`src/rtl/intersection_controller.sv`:
```
// Two-direction traffic light sequencer: NS-green, NS-yellow, all-red, EW-green, EW-yellow, all-red,
// timed by a seconds tick, with programmable phase durations and an EW demand sensor.
module intersection_controller #(
    parameter int CLK_DIV = 100_000_000
) (
    input  logic       clk,
    input  logic       rst,
    input  logic       inst_send,
    input  logic       inst_go,
    input  logic [1:0] cfg_sel,
    input  logic [3:0] input_time,
    input  logic       ew_req,
    output logic [1:0] ns_color,
    output logic [1:0] ew_color,
    output logic       running,
    output logic [2:0] phase,
    output logic [3:0] sec_left
);

    localparam logic [2:0] ST_IDLE = 3'd0;
    localparam logic [2:0] ST_NSG  = 3'd1;
    localparam logic [2:0] ST_NSY  = 3'd2;
    localparam logic [2:0] ST_AR1  = 3'd3;
    localparam logic [2:0] ST_EWG  = 3'd4;
    localparam logic [2:0] ST_EWY  = 3'd5;
    localparam logic [2:0] ST_AR2  = 3'd6;

    localparam logic [1:0] C_RED = 2'b00;
    localparam logic [1:0] C_YEL = 2'b01;
    localparam logic [1:0] C_GRN = 2'b10;

    logic [2:0]  phase_q, phase_d, nxt_s;
    logic [3:0]  sec_q, sec_d;
    logic        run_q, run_d;
    logic        req_q, req_d;
    logic [31:0] presc_q, presc_d;
    logic        tick_s;
    logic [1:0]  nsc_q, nsc_d, ewc_q, ewc_d;
    logic [3:0]  t_nsg_q, t_nsg_d, t_ewg_q, t_ewg_d, t_y_q, t_y_d, t_ar_q, t_ar_d;

    function automatic logic [2:0] next_phase(input logic [2:0] p);
        case (p)
            ST_NSG:  return ST_NSY;
            ST_NSY:  return ST_AR1;
            ST_AR1:  return ST_EWG;
            ST_EWG:  return ST_EWY;
            ST_EWY:  return ST_AR2;
            ST_AR2:  return ST_NSG;
            default: return ST_IDLE;
        endcase
    endfunction

    // A stored zero still gives a one-second phase so the sequence can never stall at sec_left=0.
    function automatic logic [3:0] phase_len(input logic [2:0] p, input logic [3:0] nsg,
                                             input logic [3:0] ewg, input logic [3:0] y,
                                             input logic [3:0] ar);
        logic [3:0] t;
        case (p)
            ST_NSG:          t = nsg;
            ST_EWG:          t = ewg;
            ST_NSY, ST_EWY:  t = y;
            default:         t = ar;
        endcase
        if (t == 4'd0) begin
            return 4'd1;
        end else begin
            return t;
        end
    endfunction

    function automatic logic [1:0] ns_of(input logic [2:0] p);
        case (p)
            ST_NSG:  return C_GRN;
            ST_NSY:  return C_YEL;
            default: return C_RED;
        endcase
    endfunction

    function automatic logic [1:0] ew_of(input logic [2:0] p);
        case (p)
            ST_EWG:  return C_GRN;
            ST_EWY:  return C_YEL;
            default: return C_RED;
        endcase
    endfunction

    assign tick_s = run_q && (presc_q == 32'(CLK_DIV - 1));
    assign nxt_s  = next_phase(phase_q);

    // Next-state: run control, config writes, tick-driven phase timing and EW demand latch.
    always_comb begin
        phase_d = phase_q;
        sec_d   = sec_q;
        run_d   = run_q;
        presc_d = presc_q;
        t_nsg_d = t_nsg_q;
        t_ewg_d = t_ewg_q;
        t_y_d   = t_y_q;
        t_ar_d  = t_ar_q;
        if (inst_go) begin
            presc_d = 32'd0;
            if (run_q) begin
                run_d   = 1'b0;
                phase_d = ST_IDLE;
                sec_d   = 4'd0;
            end else begin
                run_d   = 1'b1;
                phase_d = ST_NSG;
                sec_d   = phase_len(ST_NSG, t_nsg_q, t_ewg_q, t_y_q, t_ar_q);
            end
        end else begin
            if (inst_send) begin
                case (cfg_sel)
                    2'd0:    t_nsg_d = input_time;
                    2'd1:    t_ewg_d = input_time;
                    2'd2:    t_y_d   = input_time;
                    default: t_ar_d  = input_time;
                endcase
            end else begin
                t_nsg_d = t_nsg_q;
            end
            if (run_q) begin
                presc_d = tick_s ? 32'd0 : presc_q + 32'd1;
                if (!tick_s) begin
                    sec_d = sec_q;
                end else if (sec_q > 4'd1) begin
                    sec_d = sec_q - 4'd1;
                end else if ((phase_q == ST_NSG) && !req_q && !ew_req) begin
                    // No EW demand: rest in NS green and re-check on every tick.
                    sec_d = 4'd1;
                end else begin
                    phase_d = nxt_s;
                    sec_d   = phase_len(nxt_s, t_nsg_q, t_ewg_q, t_y_q, t_ar_q);
                end
            end else begin
                presc_d = 32'd0;
            end
        end
        if ((phase_d == ST_EWG) && (phase_q != ST_EWG)) begin
            req_d = 1'b0;
        end else begin
            req_d = req_q | ew_req;
        end
        nsc_d = ns_of(phase_d);
        ewc_d = ew_of(phase_d);
    end

    // State and output registers with synchronous reset to the idle, all-red, default-timing state.
    always_ff @(posedge clk) begin
        if (rst) begin
            phase_q <= ST_IDLE;
            sec_q   <= 4'd0;
            run_q   <= 1'b0;
            req_q   <= 1'b0;
            presc_q <= 32'd0;
            nsc_q   <= C_RED;
            ewc_q   <= C_RED;
            t_nsg_q <= 4'd10;
            t_ewg_q <= 4'd10;
            t_y_q   <= 4'd3;
            t_ar_q  <= 4'd1;
        end else begin
            phase_q <= phase_d;
            sec_q   <= sec_d;
            run_q   <= run_d;
            req_q   <= req_d;
            presc_q <= presc_d;
            nsc_q   <= nsc_d;
            ewc_q   <= ewc_d;
            t_nsg_q <= t_nsg_d;
            t_ewg_q <= t_ewg_d;
            t_y_q   <= t_y_d;
            t_ar_q  <= t_ar_d;
        end
    end

    assign ns_color = nsc_q;
    assign ew_color = ewc_q;
    assign running  = run_q;
    assign phase    = phase_q;
    assign sec_left = sec_q;

endmodule

```
`config.mk`:
```
export PLATFORM = sky130hd
export DESIGN_NAME = intersection_controller
export DESIGN_NICKNAME = d
export VERILOG_FILES = /design/src/rtl/intersection_controller.sv
export SDC_FILE = /design/constraint.sdc
export NUM_CORES = 1
export LEC_CHECK = 0
export BUFFER_PORTS_ARGS = -buffer_cell sky130_fd_sc_hd__buf_2
export CORE_ASPECT_RATIO = 1.1
export CORE_MARGIN = 3
export CORE_UTILIZATION = 45
export CTS_CLUSTER_DIAMETER = 50
export DETAILED_ROUTE_END_ITERATION = 10
export MAX_ROUTING_LAYER = met4
export PLACE_DENSITY = 0.72
export SLEW_MARGIN = 20
export SYNTH_ARGS = -nofsm -noshare
export SYNTH_HDL_FRONTEND = slang
export SYNTH_SLANG_ARGS = --single-unit
```
`constraint.sdc`:
```
create_clock -name clk -period 4.3 [get_ports clk]
set_clock_uncertainty 0.05 [all_clocks]
set_input_delay 0.86 -clock clk [delete_from_list [all_inputs] [get_ports clk]]
set_output_delay 0.86 -clock clk [all_outputs]
set_load 0.01 [all_outputs]
```
Yosys cells after proc, flatten, opt, wreduce, memory -nomap -nowiden:

Cells that the tools add are included.

* register bits after elaboration: 61
* bits of input ports: 11

* equal/unequal tests: 18
* $lt $le $gt $ge: 1
* muxes and demuxes: 26
* bitwise gates (word level): 4
* reductions and logical operators: 20
* add/subtract/negate cells: 2

Operators by type and width (number)
* $mux 4: 15
* $add 32x1->32 const B: 1
* $eq 32x27->1 const B: 1
* $eq 3x3->1 const B: 7
* $pmux 3 s6: 1
* $mux 3: 5
* $eq 3x2->1 const B: 4
* $pmux 4 s3: 1
* $reduce_and 3->1: 4
* $eq 3x1->1 const B: 3
* $logic_not 4->1: 2
* $pmux 2 s2: 2
* $gt 4x1->1 const B: 1
* $logic_and 1x1->1: 4
* $reduce_bool 2->1: 2
* $reduce_or 2->1: 2
* $reduce_or 4->1: 1
* $sub 4x1->4 const B: 1
* $ne 3x3->1 const B: 1
* $not 1->1: 3
* $reduce_or 3->1: 1
* $eq 2x1->1 const B: 1
* $eq 2x2->1 const B: 1
* $logic_not 1->1: 2
* other kinds (4): 5

Logic depth before layout (Yosys ltp):

* word-level depth: 17
* mapped depth: 7

Worst setup path before layout:

No wires, ideal clock.

* path type: input to register
* start point: input inst_go
* end point: register t_nsg_q[1]
* buffers on the path: 0
* setup slack: 2.130 ns
* data arrival time: 2.001 ns
* stages on the path: 3
* data required time: 4.130 ns
* cells stage by stage: nor4b_1 -> nor2b_1 -> a211o_1

* cells in the longest elaborated chain, start to end: 2

RTL lines
* start, declared: line 9 `input logic inst_go,`
* $not 1->1 (no source line)
* $reduce_and 3->1 (no source line)
* end signal, assigned: line 170 `t_nsg_q <= t_nsg_d;`
* end, declared: line 39 `logic [3:0] t_nsg_q, t_nsg_d, t_ewg_q, t_ewg_d, t_y_q, t_y_d, t_ar_q, t_ar_d;`

Every way passes these cells.
A chain may end at the register's enable or synchronous reset.

Worst setup path after layout:

* start point: register presc_q[18]
* end point: register presc_q[14]

* cells in the longest elaborated chain, start to end: 3

RTL lines
* start, declared: line 36 `logic [31:0] presc_q, presc_d;`
* start signal, assigned: line 167 `presc_q <= presc_d;`
* $eq 32x27->1: line 87 `assign tick_s = run_q && (presc_q == 32'(CLK_DIV - 1));`
* $logic_and 1x1->1: line 87
* $reduce_or 4->1 (no source line)

Every way passes these cells.

==> results.md <==
Cells and area:
- Compared with the post-synthesis result, the final layout area differs by 10.54%.
- 0 antenna diodes ended up in the layout.
- The ratio of cells with drive above 1 in the final layout is 0.1471.
- The fill cell instance count of the final layout is 611.
- The final net count is 377.

Route:
- The number of remaining DRC errors is 0.
- The total routed wirelength is 6532 um.
- Using the TritonRoute via totals, the vias-per-cell ratio works out to 5.465.
- The DRC marker count from the first detailed-route iteration is 133.
- For this run, the detailed router's first-pass iteration total came to 4.
- The routed layout has 2,454 vias.
- The mean routed wirelength per cell is 14.55 um.
- The detail route stage leaves a number of antenna-violating nets equal to 0.

Placed design:
- The last weighted congestion value of the routability-driven placer is 0.8473.
- At the placement stage, the worst setup path has a slack of 1763 ps.
- The quantity of I/O buffers inserted on ports is 22.
- The post-DP HPWL is 4429 um.

Setup path:
- The cell class contributing the biggest share of worst-path delay is simple AND/OR/NAND/NOR gates.
- The stage delay of the slowest cell on the critical path is 570 ps.
- Among all stages on the critical path, the largest delay is contributed by sky130_fd_sc_hd__or3_2.
- Counting both buffers and inverters, the worst setup path holds a total of 0.
- Data on the critical path is required at its endpoint by 4450 ps.
- The highest fanout seen on the critical path is 32.
- The signal on the critical path passes through nor4b_1, nand4_1, or3_2, nand3_2, nor2_1.
- STA puts the critical path data arrival time at 2630 ps.
- The worst setup path is captured at a flop.
- The worst setup path is launched from a flop.
- The type of the setup path with the least slack is reg2reg.

Synth:
- Sorting the synthesized cells by area gives the leading types as sky130_fd_sc_hd__dfxtp_1 40%, sky130_fd_sc_hd__nor2_1 7.4%, sky130_fd_sc_hd__xor2_1 7.1%.
- The mean cell area of the mapped netlist is 8.969 um2.
- The synthesized net count is 358.
- The count of state elements after synthesis is 61.
- The fraction of registers with async set/reset is 0.
- The Yosys step of the flow raised 0 warnings.
- The synthesized instance count is 344.
- Yosys mapped a number of flops with a built-in enable equal to 0.
- The share of the synthesized area in the top cell type is 0.3958.
- The cell type with the largest total area after synthesis is sky130_fd_sc_hd__dfxtp_1.
- The share of the Yosys chip area taken by registers is 0.3958.
- The most instantiated flip-flop cell in the synthesis netlist is sky130_fd_sc_hd__dfxtp_1.
- The cell area after technology mapping is 3085 um2.
- The count of cell types in the netlist is 53.

Pwr:
- The clock network power share is 0.449.
- The share of total power dissipated in combinational logic is 0.079.
- The internal power consumption is 955.1 uW.
- The worst voltage drop across the vdd grid is 193.5 uV.
- Of the total power, the share spent switching nets is 0.2362.
- The power density of the placed cells is 366.6 nW/um2.
- In this run the power spent charging and discharging nets is 295.4 uW.
- The sequential cell fraction of total power is 0.473.
- In this run the static leakage power is 1.194 nW.

Clock tree:
- The clock buffer count from CTS is 9.
- Post-CTS repair changed the size of 0 cells.
- The clock transition time at the flip-flop clock pins of the worst setup and hold paths is 60 ps.
- The total number of H-tree levels is 3.
- The count of clock tree sinks is 61.
- The post-cts hold buffer count is 0.
- Once the clock tree was built, the setup fixing pass inserted 0 buffers.
- The worst-case clock buffer depth is 2.
- TritonCTS built the clock tree.
- The clock latency of the later-clocked register in the worst-skew pair is 340 ps.
- CTS placed an instance of sky130_fd_sc_hd__clkbuf_8 at the clock tree root.

Timing:
- The final-report max-slew violation count came to 0.
- Dividing the final minimum period by the clock period gives 0.5778.
- The slew at the pin closest to its max-slew limit is 1006 ps.
- The final critical path time including I/O delays and setup is 2485 ps.
- Once routing completed, OpenROAD measured the worst setup slack at 1815 ps.
- Setup repair after global routing left no endpoint under its margin.
- The worst slack on hold paths is 408.3 ps.
- In the final timing run, aggregate negative setup slack is 0 ps.
- The number of hold violations in the final report is 0.
- The final setup violation count is 0.
- The worst slew margin relative to its limit is 0.3199.
- The peak clock frequency supported by timing is 402.5 MHz.

Status:
- The run finished with clean final reports.

Global route:
- The global-route wire length before repair is 10,980 um.
- The number of antenna violations at the first check in global routing is 0.
- For this run the aggregate overflow at the end of global routing stands at 0.
- The via count of the first global-routing pass is 2,372.
- For this run, the total global-route usage over all layers was measured as 0.1781.
- The pin count of the biggest net entering global routing is 33.

Floorplanning:
- The total area inside the core boundary comes to 6633 um2.
- The area of the die is 7887 um2.
- The initial core utilization is 0.4652.
- From bottom edge to top edge, the die measures 92.85 um.
- The chip width is 84.95 um.
- Row generation in the floorplan step produced 31 rows.
- In this run the count of I/O pins placed on the die edge is 23.

Hold path:
- The tightest min-delay check is of the reg2reg type.

Flow run:
- The reported max-cap violation count is 0.
## registers in the layout, indices dropped and copies added, names as in the netlist, 2 cells and up
register and cells:
presc_q 32, sec_left 4, t_ar_q 4, t_ewg_q 4, t_nsg_q 4, t_y_q 4
phase 3, ew_color 2, ns_color 2
## worst reg2reg max path, delay by kind of cell, from the launching register on
family,cells,cell delay (ps)
flops,1,410
simple gates,5,1890
## stage by stage
stage,instance area (um2),std cells,total power [mW],util
4_1_cts,3398,449,1.256,0.5124
5_1_grt,3411,449,1.295,0.5142
2_1_floorplan,3085,344,0.6753,-
3_3_place_gp,3184,434,0.6985,0.4801
6_report,3411,449,1.251,0.5142
3_5_place_dp,3184,434,0.6999,0.4801
## cells by family after synthesis
| logic type | share of synthesized area |
|---|---|
| xor gates and xnor gates | 0.09651 |
| and+or+nand+nor | 0.3025 |
| buffers and inverters | 0.05150 |
| adders and majority gates | 0.01217 |
| DFF | 0.3958 |
| AOI/OAI and AO/OA | 0.1010 |
| muxes | 0.04055 |
## final cells by class
cell class	count	area, um2	share of cell area
Clock buffer	11	141.4	0.04145
Clock inverter	4	72.57	0.02128
Inverter	10	37.54	0.01101
Multi-Input combinational cell	258	1718	0.5037
Sequential cell	61	1221	0.3580
Tap cell	82	102.6	0.03008
Timing Repair Buffer	23	117.6	0.03448
## layout by cell type (no fill, tap or decap), types with 4 or more instances in the layout
master	netlist	routed
sky130_fd_sc_hd__a211o_1	7	7
sky130_fd_sc_hd__a211oi_1	5	5
sky130_fd_sc_hd__and2_1	4	4
sky130_fd_sc_hd__and3_1	5	5
sky130_fd_sc_hd__and4_1	4	4
sky130_fd_sc_hd__buf_2	0	22
sky130_fd_sc_hd__clkbuf_8	5	10
sky130_fd_sc_hd__dfxtp_1	61	61
sky130_fd_sc_hd__inv_1	10	10
sky130_fd_sc_hd__mux2i_1	11	11
sky130_fd_sc_hd__nand2_1	9	9
sky130_fd_sc_hd__nand3_1	16	16
sky130_fd_sc_hd__nand4_1	13	13
sky130_fd_sc_hd__nor2_1	61	61
sky130_fd_sc_hd__nor2b_1	7	7
sky130_fd_sc_hd__nor3_1	9	9
sky130_fd_sc_hd__nor3b_1	5	5
sky130_fd_sc_hd__nor4_1	6	6
sky130_fd_sc_hd__o21ai_0	8	8
sky130_fd_sc_hd__or3_1	4	4
sky130_fd_sc_hd__xnor2_1	9	9
sky130_fd_sc_hd__xor2_1	25	25
## cell usage after synthesis, types with 6 or more instances
cell	n
sky130_fd_sc_hd__mux2i_1	11
sky130_fd_sc_hd__nand2_1	9
sky130_fd_sc_hd__nor4_1	6
sky130_fd_sc_hd__inv_1	10
sky130_fd_sc_hd__nor3_1	9
sky130_fd_sc_hd__o21ai_0	8
sky130_fd_sc_hd__nor2b_1	7
sky130_fd_sc_hd__xor2_1	25
sky130_fd_sc_hd__clkbuf_1	6
sky130_fd_sc_hd__nor2_1	61
sky130_fd_sc_hd__dfxtp_1	61
sky130_fd_sc_hd__a211o_1	7
sky130_fd_sc_hd__nand3_1	16
sky130_fd_sc_hd__xnor2_1	9
sky130_fd_sc_hd__nand4_1	13
## power by group through the flow
stage          clock network, mW  logic, mW  registers (mW)
3_5_place_dp                   0     0.0963           0.604
4_1_cts                    0.568     0.0976           0.591
5_1_grt                    0.592      0.110           0.593
3_3_place_gp                   0     0.0954           0.603
6_report                   0.561     0.0984           0.591
2_1_floorplan                  0     0.0758           0.600
## layer usage
metal,vias to the layer above,part of all wire,GRT usage,wire length [um]
met2,44,0.48,0.2824,3121
met1,1138,0.47,0.2154,3053
met3,9,0.039,0.04004,258
li1,1263,-,-,-
met5,-,0,-,0
met4,0,0.015,0.08047,99
## worst paths after layout
kind	start	to	slack (ps)	cells past startpoint
worst max register to register	presc_q[18]	presc_q[14]	1820	5
worst min register to register	t_ar_q[0]	t_ar_q[0]	410	1
worst max-delay path	presc_q[18]	presc_q[14]	1820	5
worst min-delay path	t_ar_q[0]	t_ar_q[0]	410	1
No activity file was read; power rests on OpenSTA's default activity.
